### config.mk
export PLATFORM = sky130hd
export DESIGN_NAME = led_pattern_gen
export DESIGN_NICKNAME = d
export VERILOG_FILES = /design/src/rtl/led_pattern_pkg.sv /design/src/rtl/led_pattern_gen_tick_divider.sv /design/src/rtl/led_pattern_gen.sv
export SDC_FILE = /design/constraint.sdc
export NUM_CORES = 1
export LEC_CHECK = 0
export ABC_AREA = 1
export ABC_CLOCK_PERIOD_IN_PS = 4300
export CAP_MARGIN = 30
export CORE_ASPECT_RATIO = 1.4
export CORE_UTILIZATION = 43
export DETAILED_ROUTE_END_ITERATION = 12
export GPL_TIMING_DRIVEN = 1
export SYNTH_ARGS = -nofsm -noshare
export SYNTH_HDL_FRONTEND = slang
export SYNTH_SLANG_ARGS = --single-unit
### constraint.sdc
create_clock -name clk -period 4.3 [get_ports clk]
set_input_delay 1.29 -clock clk [delete_from_list [all_inputs] [get_ports clk]]
set_output_delay 1.29 -clock clk [all_outputs]
set_load 0.05 [all_outputs]
### src/rtl/led_pattern_pkg.sv
// Shared types and default parameters for the LED test-pattern generator.
package led_pattern_pkg;

    typedef enum logic [1:0] {
        MODE_COUNT   = 2'd0,
        MODE_WALK    = 2'd1,
        MODE_STATIC  = 2'd2,
        MODE_BREATHE = 2'd3
    } led_mode_e;

    localparam int DEF_WIDTH = 8;
    localparam int DEF_DIV_W = 25;
    localparam int DEF_PWM_W = 8;

endpackage

### src/rtl/led_pattern_gen_tick_divider.sv
// Saturating prescaler: one-cycle tick every div_i clocks (0 and 1 mean every clock).
// Shrinking div_i below the current count ticks on the very next compare, never overruns.
module tick_divider
    import led_pattern_pkg::*;
#(
    parameter int DIV_W = DEF_DIV_W
) (
    input  logic             clk,
    input  logic             reset_n,
    input  logic [DIV_W-1:0] div_i,
    output logic             tick
);

    logic [DIV_W-1:0] pcnt_r;
    logic [DIV_W-1:0] last_s;

    // Terminal count, with 0 and 1 both collapsing to "every cycle".
    always_comb begin
        last_s = {DIV_W{1'b0}};
        if (div_i <= DIV_W'(1)) begin
            last_s = {DIV_W{1'b0}};
        end else begin
            last_s = div_i - DIV_W'(1);
        end
    end

    assign tick = (pcnt_r >= last_s);

    // Prescaler counter, cleared on every tick.
    always_ff @(posedge clk) begin
        if (!reset_n) begin
            pcnt_r <= {DIV_W{1'b0}};
        end else if (tick) begin
            pcnt_r <= {DIV_W{1'b0}};
        end else begin
            pcnt_r <= pcnt_r + DIV_W'(1);
        end
    end

endmodule

### src/rtl/led_pattern_gen.sv
// LED test-pattern generator: COUNT, WALK, STATIC and (with LED_PATTERN_BREATHE_EN
// defined) PWM BREATHE; without that macro mode 3 shows the static image.
module led_pattern_gen
    import led_pattern_pkg::*;
#(
    parameter int WIDTH = DEF_WIDTH,
    parameter int DIV_W = DEF_DIV_W,
    parameter int PWM_W = DEF_PWM_W
) (
    input  logic             clk,
    input  logic             reset_n,
    input  logic [1:0]       mode_i,
    input  logic [DIV_W-1:0] div_i,
    input  logic             dir_i,
    input  logic             pause_i,
    input  logic             step_i,
    input  logic [WIDTH-1:0] static_i,
    output logic [WIDTH-1:0] leds_o,
    output logic             tick_o,
    output logic             wrap_o
);

    localparam int POS_W = (WIDTH > 1) ? $clog2(WIDTH) : 1;

    if (WIDTH < 1 || PWM_W < 1) begin : g_param_check
        $error("led_pattern_gen: WIDTH and PWM_W must be at least 1");
    end

    logic             tick_s;
    logic             rise_s;
    logic             mode_chg_s;
    logic             adv_s;
    logic             wrap_s;
    logic [WIDTH-1:0] pattern_s;

    logic             step_q_r;
    led_mode_e        mode_q_r;
    logic [WIDTH-1:0] cnt_r;
    logic [POS_W-1:0] pos_r;
    logic             walk_up_r;
    logic [WIDTH-1:0] leds_r;
    logic             tick_r;
    logic             wrap_r;

    tick_divider #(.DIV_W(DIV_W)) u_tick_divider (
        .clk     (clk),
        .reset_n (reset_n),
        .div_i   (div_i),
        .tick    (tick_s)
    );

    assign rise_s     = step_i & ~step_q_r;
    assign mode_chg_s = (mode_i != mode_q_r);
    // A mode switch swallows any advance that lands in the same cycle.
    assign adv_s      = ((tick_s & ~pause_i) | (pause_i & rise_s)) & ~mode_chg_s;

`ifdef LED_PATTERN_BREATHE_EN
    localparam logic [PWM_W-1:0] LVL_MAX = {PWM_W{1'b1}};

    logic [PWM_W-1:0] lvl_r;
    logic             lvl_up_r;
    logic [PWM_W-1:0] pwm_r;

    // Triangle brightness level plus free-running PWM compare counter.
    always_ff @(posedge clk) begin
        if (!reset_n) begin
            lvl_r    <= {PWM_W{1'b0}};
            lvl_up_r <= 1'b1;
            pwm_r    <= {PWM_W{1'b0}};
        end else begin
            pwm_r <= pwm_r + PWM_W'(1);
            if (mode_chg_s) begin
                lvl_r    <= {PWM_W{1'b0}};
                lvl_up_r <= 1'b1;
            end else if (adv_s && (mode_q_r == MODE_BREATHE)) begin
                if (lvl_up_r) begin
                    lvl_r <= lvl_r + PWM_W'(1);
                    if (lvl_r == (LVL_MAX - PWM_W'(1))) begin
                        lvl_up_r <= 1'b0;
                    end
                end else begin
                    lvl_r <= lvl_r - PWM_W'(1);
                    if (lvl_r == PWM_W'(1)) begin
                        lvl_up_r <= 1'b1;
                    end
                end
            end
        end
    end
`endif

    // Wrap condition evaluated on the pre-advance state of the active pattern.
    always_comb begin
        wrap_s = 1'b0;
        if (adv_s) begin
            case (mode_q_r)
                MODE_COUNT: wrap_s = dir_i ? (cnt_r == {WIDTH{1'b0}})
                                           : (cnt_r == {WIDTH{1'b1}});
                MODE_WALK:  wrap_s = (WIDTH == 1) ? 1'b1
                                   : (!walk_up_r && (pos_r == POS_W'(1)));
`ifdef LED_PATTERN_BREATHE_EN
                MODE_BREATHE: wrap_s = !lvl_up_r && (lvl_r == PWM_W'(1));
`endif
                default:    wrap_s = 1'b0;
            endcase
        end else begin
            wrap_s = 1'b0;
        end
    end

    // LED image for the current pattern state.
    always_comb begin
        pattern_s = {WIDTH{1'b0}};
        case (mode_q_r)
            MODE_COUNT:   pattern_s = cnt_r;
            MODE_WALK:    pattern_s = WIDTH'(1) << pos_r;
            MODE_STATIC:  pattern_s = static_i;
`ifdef LED_PATTERN_BREATHE_EN
            MODE_BREATHE: pattern_s = {WIDTH{(pwm_r < lvl_r)}};
`endif
            default:      pattern_s = static_i;
        endcase
    end

    // Mode tracking, counter/walker state and registered outputs.
    always_ff @(posedge clk) begin
        if (!reset_n) begin
            step_q_r  <= 1'b0;
            mode_q_r  <= led_mode_e'(mode_i);
            cnt_r     <= WIDTH'(1);
            pos_r     <= {POS_W{1'b0}};
            walk_up_r <= 1'b1;
            leds_r    <= {WIDTH{1'b0}};
            tick_r    <= 1'b0;
            wrap_r    <= 1'b0;
        end else begin
            step_q_r <= step_i;
            mode_q_r <= led_mode_e'(mode_i);
            tick_r   <= tick_s;
            wrap_r   <= wrap_s;
            leds_r   <= pattern_s;
            if (mode_chg_s) begin
                cnt_r     <= WIDTH'(1);
                pos_r     <= {POS_W{1'b0}};
                walk_up_r <= 1'b1;
            end else if (adv_s) begin
                case (mode_q_r)
                    MODE_COUNT: cnt_r <= dir_i ? (cnt_r - WIDTH'(1)) : (cnt_r + WIDTH'(1));
                    MODE_WALK: begin
                        // Direction flips on arrival at either end so there is no dwell.
                        if (WIDTH > 1) begin
                            if (walk_up_r) begin
                                pos_r <= pos_r + POS_W'(1);
                                if (pos_r == POS_W'(WIDTH - 2)) begin
                                    walk_up_r <= 1'b0;
                                end
                            end else begin
                                pos_r <= pos_r - POS_W'(1);
                                if (pos_r == POS_W'(1)) begin
                                    walk_up_r <= 1'b1;
                                end
                            end
                        end
                    end
                    default: ;
                endcase
            end
        end
    end

    assign leds_o = leds_r;
    assign tick_o = tick_r;
    assign wrap_o = wrap_r;

endmodule

Word level (Yosys, flattened, before mapping)
Cells that the tools add are included.
{"block": "totals", "ff_bits": 50, "word_cells": 50}
{"block": "op_classes", "n_addsub": 6, "order_cmp": 2, "n_eq_ne": 5, "shift": 1, "n_mux": 9, "bitwise_logic": 9, "n_reduce_logical": 9}
{"cell": "$add A25 B1 Y25 const B", "n": 1}
{"cell": "$ge A25 B25 Y1", "n": 1}
{"cell": "$le A25 B1 Y1 const B", "n": 1}
{"cell": "$mux W25", "n": 1}
{"cell": "$sub A25 B1 Y25 const B", "n": 1}
{"cell": "$pmux W8 S2", "n": 1}
{"cell": "$add A8 B1 Y8 const B", "n": 1}
{"cell": "$eq A8 B8 Y1 const B", "n": 1}
{"cell": "$logic_not A8 Y1", "n": 1}
{"cell": "$mux W8", "n": 1}
{"cell": "$shl A1 B3 Y8 const A", "n": 1}
{"cell": "$sub A8 B1 Y8 const B", "n": 1}
{"cell": "$reduce_and A2 Y1", "n": 3}
{"cell": "$and A1 B1 Y1", "n": 4}
{"cell": "$mux W1", "n": 4}
{"cell": "$not A1 Y1", "n": 4}
{"cell": "$reduce_or A2 Y1", "n": 2}
{"cell": "$add A3 B1 Y3 const B", "n": 1}
{"cell": "$eq A3 B1 Y1 const B", "n": 1}
{"cell": "$eq A3 B3 Y1 const B", "n": 1}
{"cell": "$mux W3", "n": 1}
{"cell": "$sub A3 B1 Y3 const B", "n": 1}
{"cell": "$eq A2 B1 Y1 const B", "n": 1}
{"cell": "$logic_not A2 Y1", "n": 1}
{"cell": "other kinds (5)", "n": 5}

Depth between registers and ports, before layout
Gate-level depths: netlist of the first run.
{"block": "depth", "ltp_word": 7, "mapped_depth": 26}

Hierarchy
Synthesis of the first run repeated with hierarchy kept, for this count alone.
{"block": "unflattened", "hier_cells": 682, "hier_area_um2": 4419.2}
{"module": "tick_divider", "n_inst": 1, "cells_per_inst": 447, "area_per_inst_um2": 2846.5, "seq_area_each_um2": 500.5}
{"module": "led_pattern_gen", "n_inst": 1, "cells_per_inst": 235, "area_per_inst_um2": 1572.8, "seq_area_each_um2": 500.5}

Worst setup path before layout of the first run
No wires, ideal clock.
{"block": "synth_path", "path_kind": "input port to flip-flop", "startpoint": "in div_i[1]", "endpoint": "reg cnt_r[2]", "setup_ns": 0.110, "arrival_ns": 3.632, "t_required_ns": 4.190, "slack_ns": 0.558, "cell_stages": 24, "path_cell_list": "inv_1 ha_1 nand2_1 nor2_2 inv_2 nor2_2 inv_2 o31ai_1 nand3_1 ha_1 nand2_1 inv_2 nand2_1 inv_2 nand2_1 nor2_1 nand2_1 nand3_1 nand2_1 nand2_1 buf_4 nand4_1 nand2_1 nor2_1"}
{"block": "synth_via", "elab_chain_cells": 7, "elab_cells_between_ends": 8, "classes_between": "add/sub: 1; order compare: 2; mux: 1; bitwise: 3; reduce/logical: 1"}
{"element": "start, declared", "line": "led_pattern_gen.sv:13", "rtl": "input logic [DIV_W-1:0] div_i,"}
{"element": "$sub A25 B1 Y25 or $le A25 B1 Y1 (tied branches)", "line": "led_pattern_gen_tick_divider.sv:23, led_pattern_gen_tick_divider.sv:20"}
{"element": "$mux W25 (*)", "line": "led_pattern_gen_tick_divider.sv:20", "rtl": "if (div_i <= DIV_W'(1)) begin"}
{"element": "$ge A25 B25 Y1 (*)", "line": "led_pattern_gen_tick_divider.sv:27", "rtl": "assign tick = (pcnt_r >= last_s);"}
{"element": "$and A1 B1 Y1 (*)", "line": "led_pattern_gen.sv:55", "rtl": "assign adv_s = ((tick_s & ~pause_i) | (pause_i & rise_s)) & ~mode_chg_s;"}
{"element": "$or A1 B1 Y1 (*)", "line": "led_pattern_gen.sv:55"}
{"element": "$and A1 B1 Y1 (*)", "line": "led_pattern_gen.sv:55"}
{"element": "$reduce_and A2 Y1 (no source line) (*)"}
{"element": "end signal, assigned", "line": "led_pattern_gen.sv:148", "rtl": "MODE_COUNT: cnt_r <= dir_i ? (cnt_r - WIDTH'(1)) : (cnt_r + WIDTH'(1));"}
{"element": "end, declared", "line": "led_pattern_gen.sv:38", "rtl": "logic [WIDTH-1:0] cnt_r;"}
Mark *: on every way between the ends. The rest lies on a longest branch, timed or not.
A chain may end at the register's enable or synchronous reset.

Worst setup path in the final report of the first run
{"block": "layout_path", "startpoint": "in div_i[7]", "endpoint": "reg cnt_r[4]"}
Same word-level chain as after synthesis.

==> flow_summary.ini, run 1 <==
[power_and_ir_drop]
cellPowerDensity_mw_per_mm2 = 203
vdd_drop_max_v = 0.000220
p_leak_uw = 0.00265

[setup_path]
rr_startpoint = cnt_r[0]
required_ns = 4.53
cp-end-kind = flip-flop
timing.critical_path.from = div_i[7]
cp-start-kind = input pin
worstPathArrival_ns = 4.27
path_max_fanout = 18
critPathKind = input pin to flip-flop

[layout]
diodes = 0
drive_gt1_frac = 0.180
finish.utilization = 0.592
final_common_cell = nand2_1
nets = 810
area_delta_synth_final_pct = 32.6
layout_common_cells = nand2_1 (151), inv_1 (82), nor2_1 (71)

[clock_tree]
cts_hold_buf = 0
cts_htree_levels = 2
insertion_delay_ns = 0.29
cts.sink_count = 50
tritoncts = built
cts_buffers = 5
clk_path_buf_depth = 2
cts_root_buf = clkbuf_16
clkSlewWorstSetupHoldPaths_ns = 0.07

[job]
drv_cap = 0

[global_route]
grt_max_degree = 19
grtUsageTotal = 0.220
grt_overflow = 0
antenna_found_initial = 0
grt_pass1_vias = 3952
grt_pass1_wl_um = 17300

[timing]
slew_headroom = 0.537
hold_ws_ns = 0.504
fmax_ghz = 0.248
fin_skew_ns = 0.00478
min_period_over_period = 0.938
hold_violations = 0
slew_viol_final = 0
setup-violations-final = 0
fin_crit_ns = 4.03
tightest_slew_ns = 0.692

[placement]
port_buffers = 49
gp_congestion = 0.845
dp_hpwl_um = 8570

[synth]
synth_fa_ha_area_frac = 0.131
syn-num-nets = 700
synthMuxAreaShare = 0
syn_inst = 618
synth_seq_cells = 50
yosys_warnings = 0
synth-simple-area-share = 0.405
synth_compound_area_frac = 0.0684
synth_xor_area_frac = 0.0580
ys_seq_area_frac = 0.245
synth_top_family_by_area = simple AND/OR/NAND/NOR gates
ys_types = 41
syn_area_mm2 = 0.00408
synth.avg_cell_area_um2 = 6.60

[floorplan]
start_util = 0.447
coreArea_mm2 = 0.00913
die_x_um = 84.3
die_h_um = 117
placementRows = 41
io_pins = 50
die-area_mm2 = 0.00988

[route]
vias_per_cell = 5.00
route.detailed.drc = 5
wl_um = 10800
initialDrtViolationCount = 166
drt-pass1-iter-count = 9
wl_per_cell_um = 13.0
drtAntennaViolNets = 0
dr_total_vias = 4182

[run_status]
violations = DRC
status = complete, but fails checks

[min_path]
hp-class = flip-flop to flip-flop
hp-start = u_tick_divider.pcnt_r[23]
per-stage QoR:
| step | setup TNS (ns) | instance area [µm²] | setup slack (ns) | std cells | power, µW |
|---|---|---|---|---|---|
| 6_report | 0 | 5410 | 0.266 | 836 | 1100 |
| 5_1_grt | -0.00935 | 5410 | -0.00714 | 836 | 1150 |
| 4_1_cts | 0 | 5290 | 0.0380 | 833 | 1110 |
| 3_5_place_dp | -4.16 | 5130 | -0.362 | 825 | 692 |
| 3_3_place_gp | -3.03 | 5130 | -0.267 | 825 | 688 |
| 2_1_floorplan | 0 | 4080 | 0.558 | 618 | 585 |
logic make-up (layout without fill, tap and decap cells):
kind of cell,after synthesis,in the layout
compound gates,49,49
buf+inv,98,209
fa+ha+maj,42,42
flops,50,50
simple gates,352,352
xor+xnor,27,27
synthesized netlist by cell type, drive strengths merged:
| cell type | number | share of area |
|---|---|---|
| a211oi | 1 | 0.0018 |
| a21o | 1 | 0.0018 |
| a21oi | 24 | 0.029 |
| a22o | 1 | 0.0021 |
| a31oi | 6 | 0.0092 |
| buf | 4 | 0.0055 |
| clkbuf | 6 | 0.0055 |
| dfxtp | 50 | 0.25 |
| fa | 1 | 0.0049 |
| ha | 41 | 0.13 |
| inv | 88 | 0.081 |
| nand2 | 158 | 0.15 |
| nand3 | 43 | 0.061 |
| nand3b | 2 | 0.0037 |
| nand4 | 23 | 0.037 |
| nor2 | 89 | 0.092 |
| nor2b | 1 | 0.0015 |
| nor3 | 15 | 0.027 |
| nor3b | 3 | 0.0080 |
| nor4 | 5 | 0.0077 |
| o21a | 1 | 0.0018 |
| o21ai | 10 | 0.012 |
| o21bai | 1 | 0.0018 |
| o311ai | 1 | 0.0021 |
| o31ai | 2 | 0.0037 |
| o41ai | 1 | 0.0021 |
| or2 | 13 | 0.020 |
| xnor2 | 7 | 0.015 |
| xor2 | 20 | 0.043 |
power breakdown:
group          total, µW  internal (µW)  switching, µW
combinational        211            103            108
clock                409            231            178
sequential           476            470           6.07
layer usage:
metal,global-route usage,part of all wire,wire length [µm],vias to the layer above
met1,0.228,0.41,4400,1871
met5,0,0,0,-
met3,0.0210,0.027,288,23
li1,-,-,-,2210
met2,0.446,0.53,5770,78
met4,0.102,0.034,368,0
flip-flops by register name (all words and copies together) (netlist names):
register	cells
tick_o	1
step_q_r	1
wrap_o	1
pos_r	3
mode_q_r	2
leds_o	8
walk_up_r	1
cnt_r	8
u_tick_divider.pcnt_r	25
critical path, stage by stage:
cell	delay (ns)
clkdlybuf4s50_1	0.44
nor2_2	0.18
nand2_1	0.10
buf_4	0.14
nor2_1	0.13
nand4_1	0.11
nand2_1	0.09
inv_1	0.07
buf_12	0.15
buf_4	0.14
nand3_1	0.08
ha_1	0.26
nand2_1	0.08
inv_1	0.04
nand2_1	0.06
nand2_1	0.05
nand2_1	0.05
nand2_1	0.06
nand2_1	0.09
nand3_2	0.09
nand2_1	0.08
nand2_2	0.11
buf_6	0.16
nand4_1	0.08
nand2_1	0.06
nor2_1	0.08
worst paths after layout:
| kind | end | slack (ns) | depth (start not counted) |
|---|---|---|---|
| worst max-delay path | cnt_r[4] | 0.27 | 26 |
| worst min-delay path | u_tick_divider.pcnt_r[23] | 0.50 | 2 |
| worst max register to register | cnt_r[6] | 2.22 | 11 |
| worst min register to register | u_tick_divider.pcnt_r[23] | 0.50 | 2 |
area by class of cell:
type | count | area, µm²
timing repair buffer | 113 | 1010
inverter | 88 | 330
clock inverter | 2 | 12.5
multi-input combinational | 470 | 2780
clock buffer | 6 | 139
tap | 107 | 134
sequential | 50 | 1000
fill | 885 | 3730
timing repair:
action / CTS / global route
setup endpoints to repair: 8 / 14
endpoints found under the hold margin: 0 / 0
cloned: 0 / 0
pin swaps: 0 / 12
setup buffers: 0 / 2
gates resized for setup: 3 / 26
Note: power is estimated with default switching activity, not from simulation.
==> run 2, diff against run 1 <==
- SYNTH_HIERARCHICAL: default -> 1
==> flow_summary.ini, run 2 <==
[power_and_ir_drop]
fin_total_pwr_uw = 1210
vdd_drop_max_v = 0.000205
p_leak_uw = 0.00305
cellPowerDensity_mw_per_mm2 = 194

[setup_path]
required_ns = 4.53
path_max_fanout = 6
reg2regPathDepth = 13
cp-end-kind = flip-flop
timing.critical_path.from = div_i[16]
cp-start-kind = input pin
reg2reg_slack_ns = 2.06
worstPathArrival_ns = 4.37
critPathKind = input pin to flip-flop
worstReg2RegEnd = cnt_r[1]
rr_startpoint = u_tick_divider/pcnt_r[8]

[timing]
slew_headroom = 0.492
slew_viol_final = 0
fin_crit_ns = 4.14
setup-violations-final = 0
min_period_over_period = 0.963
fmax_ghz = 0.241
hold_violations = 0
hold_ws_ns = 0.538
fin_skew_ns = 0.0144
tightest_slew_ns = 0.758

[min_path]
hp-start = u_tick_divider/pcnt_r[0]
whs_path_depth = 1
hp-class = flip-flop to flip-flop
holdPathEnd = u_tick_divider/pcnt_r[0]

[global_route]
grt_overflow = 0
antenna_found_initial = 0
grt_max_degree = 26
grt_pass1_wl_um = 20900
grt_pass1_vias = 4656
grtUsageTotal = 0.254

[floorplan]
die_x_um = 87.7
io_pins = 50
coreArea_mm2 = 0.00995
start_util = 0.444
die_h_um = 122
die-area_mm2 = 0.0107
placementRows = 43

[synth]
ys_seq_area_frac = 0.227
yosys_warnings = 6
syn_inst = 682
synth_seq_cells = 50
synth.avg_cell_area_um2 = 6.48
ys_dominant_reg_cell = dfxtp_1
yosysTopAreaCell = dfxtp_1
synth_top_area_share = 0.227
syn-num-nets = 764
synthMostInstantiatedCell = nand2_1
synth.area.top_cells = dfxtp_1 (23%), nand2_1 (16%), ha_1 (12%)
synth-edff-count = 0
syn_area_mm2 = 0.00442
ys_types = 34
synthTopCellsByCount = nand2_1 (190), inv_1 (88), nor2_1 (86), dfxtp_1 (50), nand3_1 (49)
synth_async_sr_flop_share = 0

[route]
drtAntennaViolNets = 0
vias_per_cell = 4.89
route.detailed.drc = 0
drt-pass1-iter-count = 4
initialDrtViolationCount = 223
wl_per_cell_um = 13.8
dr_total_vias = 4673
wl_um = 13200

[layout]
drive_gt1_frac = 0.287
regMostFlops = u_tick_divider/pcnt_r
fill_cells = 916
area_delta_synth_final_pct = 41.2
final_common_cell = nand2_1
layout_common_cells = nand2_1 (175), inv_1 (84), buf_4 (82)
largest_reg_flops = 25
diodes = 0
nets = 901

[clock_tree]
tritoncts = built
insertion_delay_ns = 0.30
clk_path_buf_depth = 2
cts.sink_count = 50
clkSlewWorstSetupHoldPaths_ns = 0.06
cts_root_buf = clkbuf_16
cts_htree_levels = 2
cts_hold_buf = 0
cts_buffers = 5

[placement]
port_buffers = 49
dp_hpwl_um = 10300
gp_congestion = 0.977

[run_status]
status = finished, final reports clean

[job]
drv_cap = 0
run 2: changes by cell type after synthesis, moves of 7 or more:
cell     delta
nand2_1    +36
nor2_2     +23
a21oi_1    -12
xnor2_1    +10
nand4_1    -10
nand3_1    +11
or2_2       -7
run 2: cell type report:
| cell class | instances | area [µm²] | share of cell area |
|---|---|---|---|
| Clock buffer | 6 | 139 | 0.0223 |
| Clock inverter | 2 | 38.8 | 0.00622 |
| Inverter | 100 | 385 | 0.0618 |
| Multi-Input combinational cell | 525 | 3270 | 0.523 |
| Sequential cell | 50 | 1000 | 0.160 |
| Tap cell | 135 | 169 | 0.0271 |
| Timing Repair Buffer | 137 | 1240 | 0.199 |
run 2: timing repair:
action,4_1_cts,5_1_grt
cloned,1,0
gates resized for setup,8,98
setup buffers,0,14
pin swaps,2,49
endpoints found under the setup margin,11,13
run 2: metal layers:
layer | global-route usage | part of all wire
met1 | 0.243 | 0.36
met2 | 0.497 | 0.54
met3 | 0.0305 | 0.034
met4 | 0.159 | 0.062
met5 | 0 | 0
run 2: metrics by stage:
stage	TNS, ns	instance area, µm²	utilization	worst slack (ns)	instances
global route	-0.0309	6240	0.627	-0.0197	955
finish	0	6240	0.627	0.158	955
floorplan	0	4420	-	0.528	682
global placement	-3.59	5580	0.561	-0.320	932
detailed placement	-4.85	5580	0.561	-0.453	932
CTS	0	5790	0.582	0.00451	941
run 2: logic make-up after synthesis:
| family | share of synthesized area |
|---|---|
| buf+inv | 0.103 |
| xor+xnor | 0.0654 |
| flops | 0.227 |
| simple gates | 0.437 |
| fa+ha+maj | 0.121 |
| compound gates | 0.0473 |
run 2: power breakdown:
| part | internal [µW] | switching, µW |
|---|---|---|
| sequential | 471 | 9.09 |
| combinational | 123 | 134 |
| clock | 293 | 183 |
| total | 886 | 326 |
run 2: worst max path at each step:
stage / to / slack [ns] / cells after the start
CTS: pos_r[1] / 0.005 / 24
global placement: cnt_r[1] / -0.32 / 21
global route: cnt_r[1] / -0.02 / 23
floorplan: cnt_r[3] / 0.53 / 24
detailed placement: cnt_r[7] / -0.45 / 25
finish: cnt_r[1] / 0.16 / 21
run 2: critical path, cell delays in order:
cell and delay, ns:
clkdlybuf4s50_1 0.47, nor2_2 0.16, nand2_1 0.09, buf_4 0.14, nor2_2 0.11, nand3_2 0.14, xnor2_2 0.20, nand2_1 0.09
ha_1 0.31, nand2_2 0.07, nor2_1 0.12, nand2_1 0.08, nor2_1 0.12, nand2_2 0.09, nand3_2 0.09, inv_2 0.05
o21ai_4 0.27, nand3_4 0.16, nand2_1 0.10, nand2_1 0.06, a21oi_2 0.14
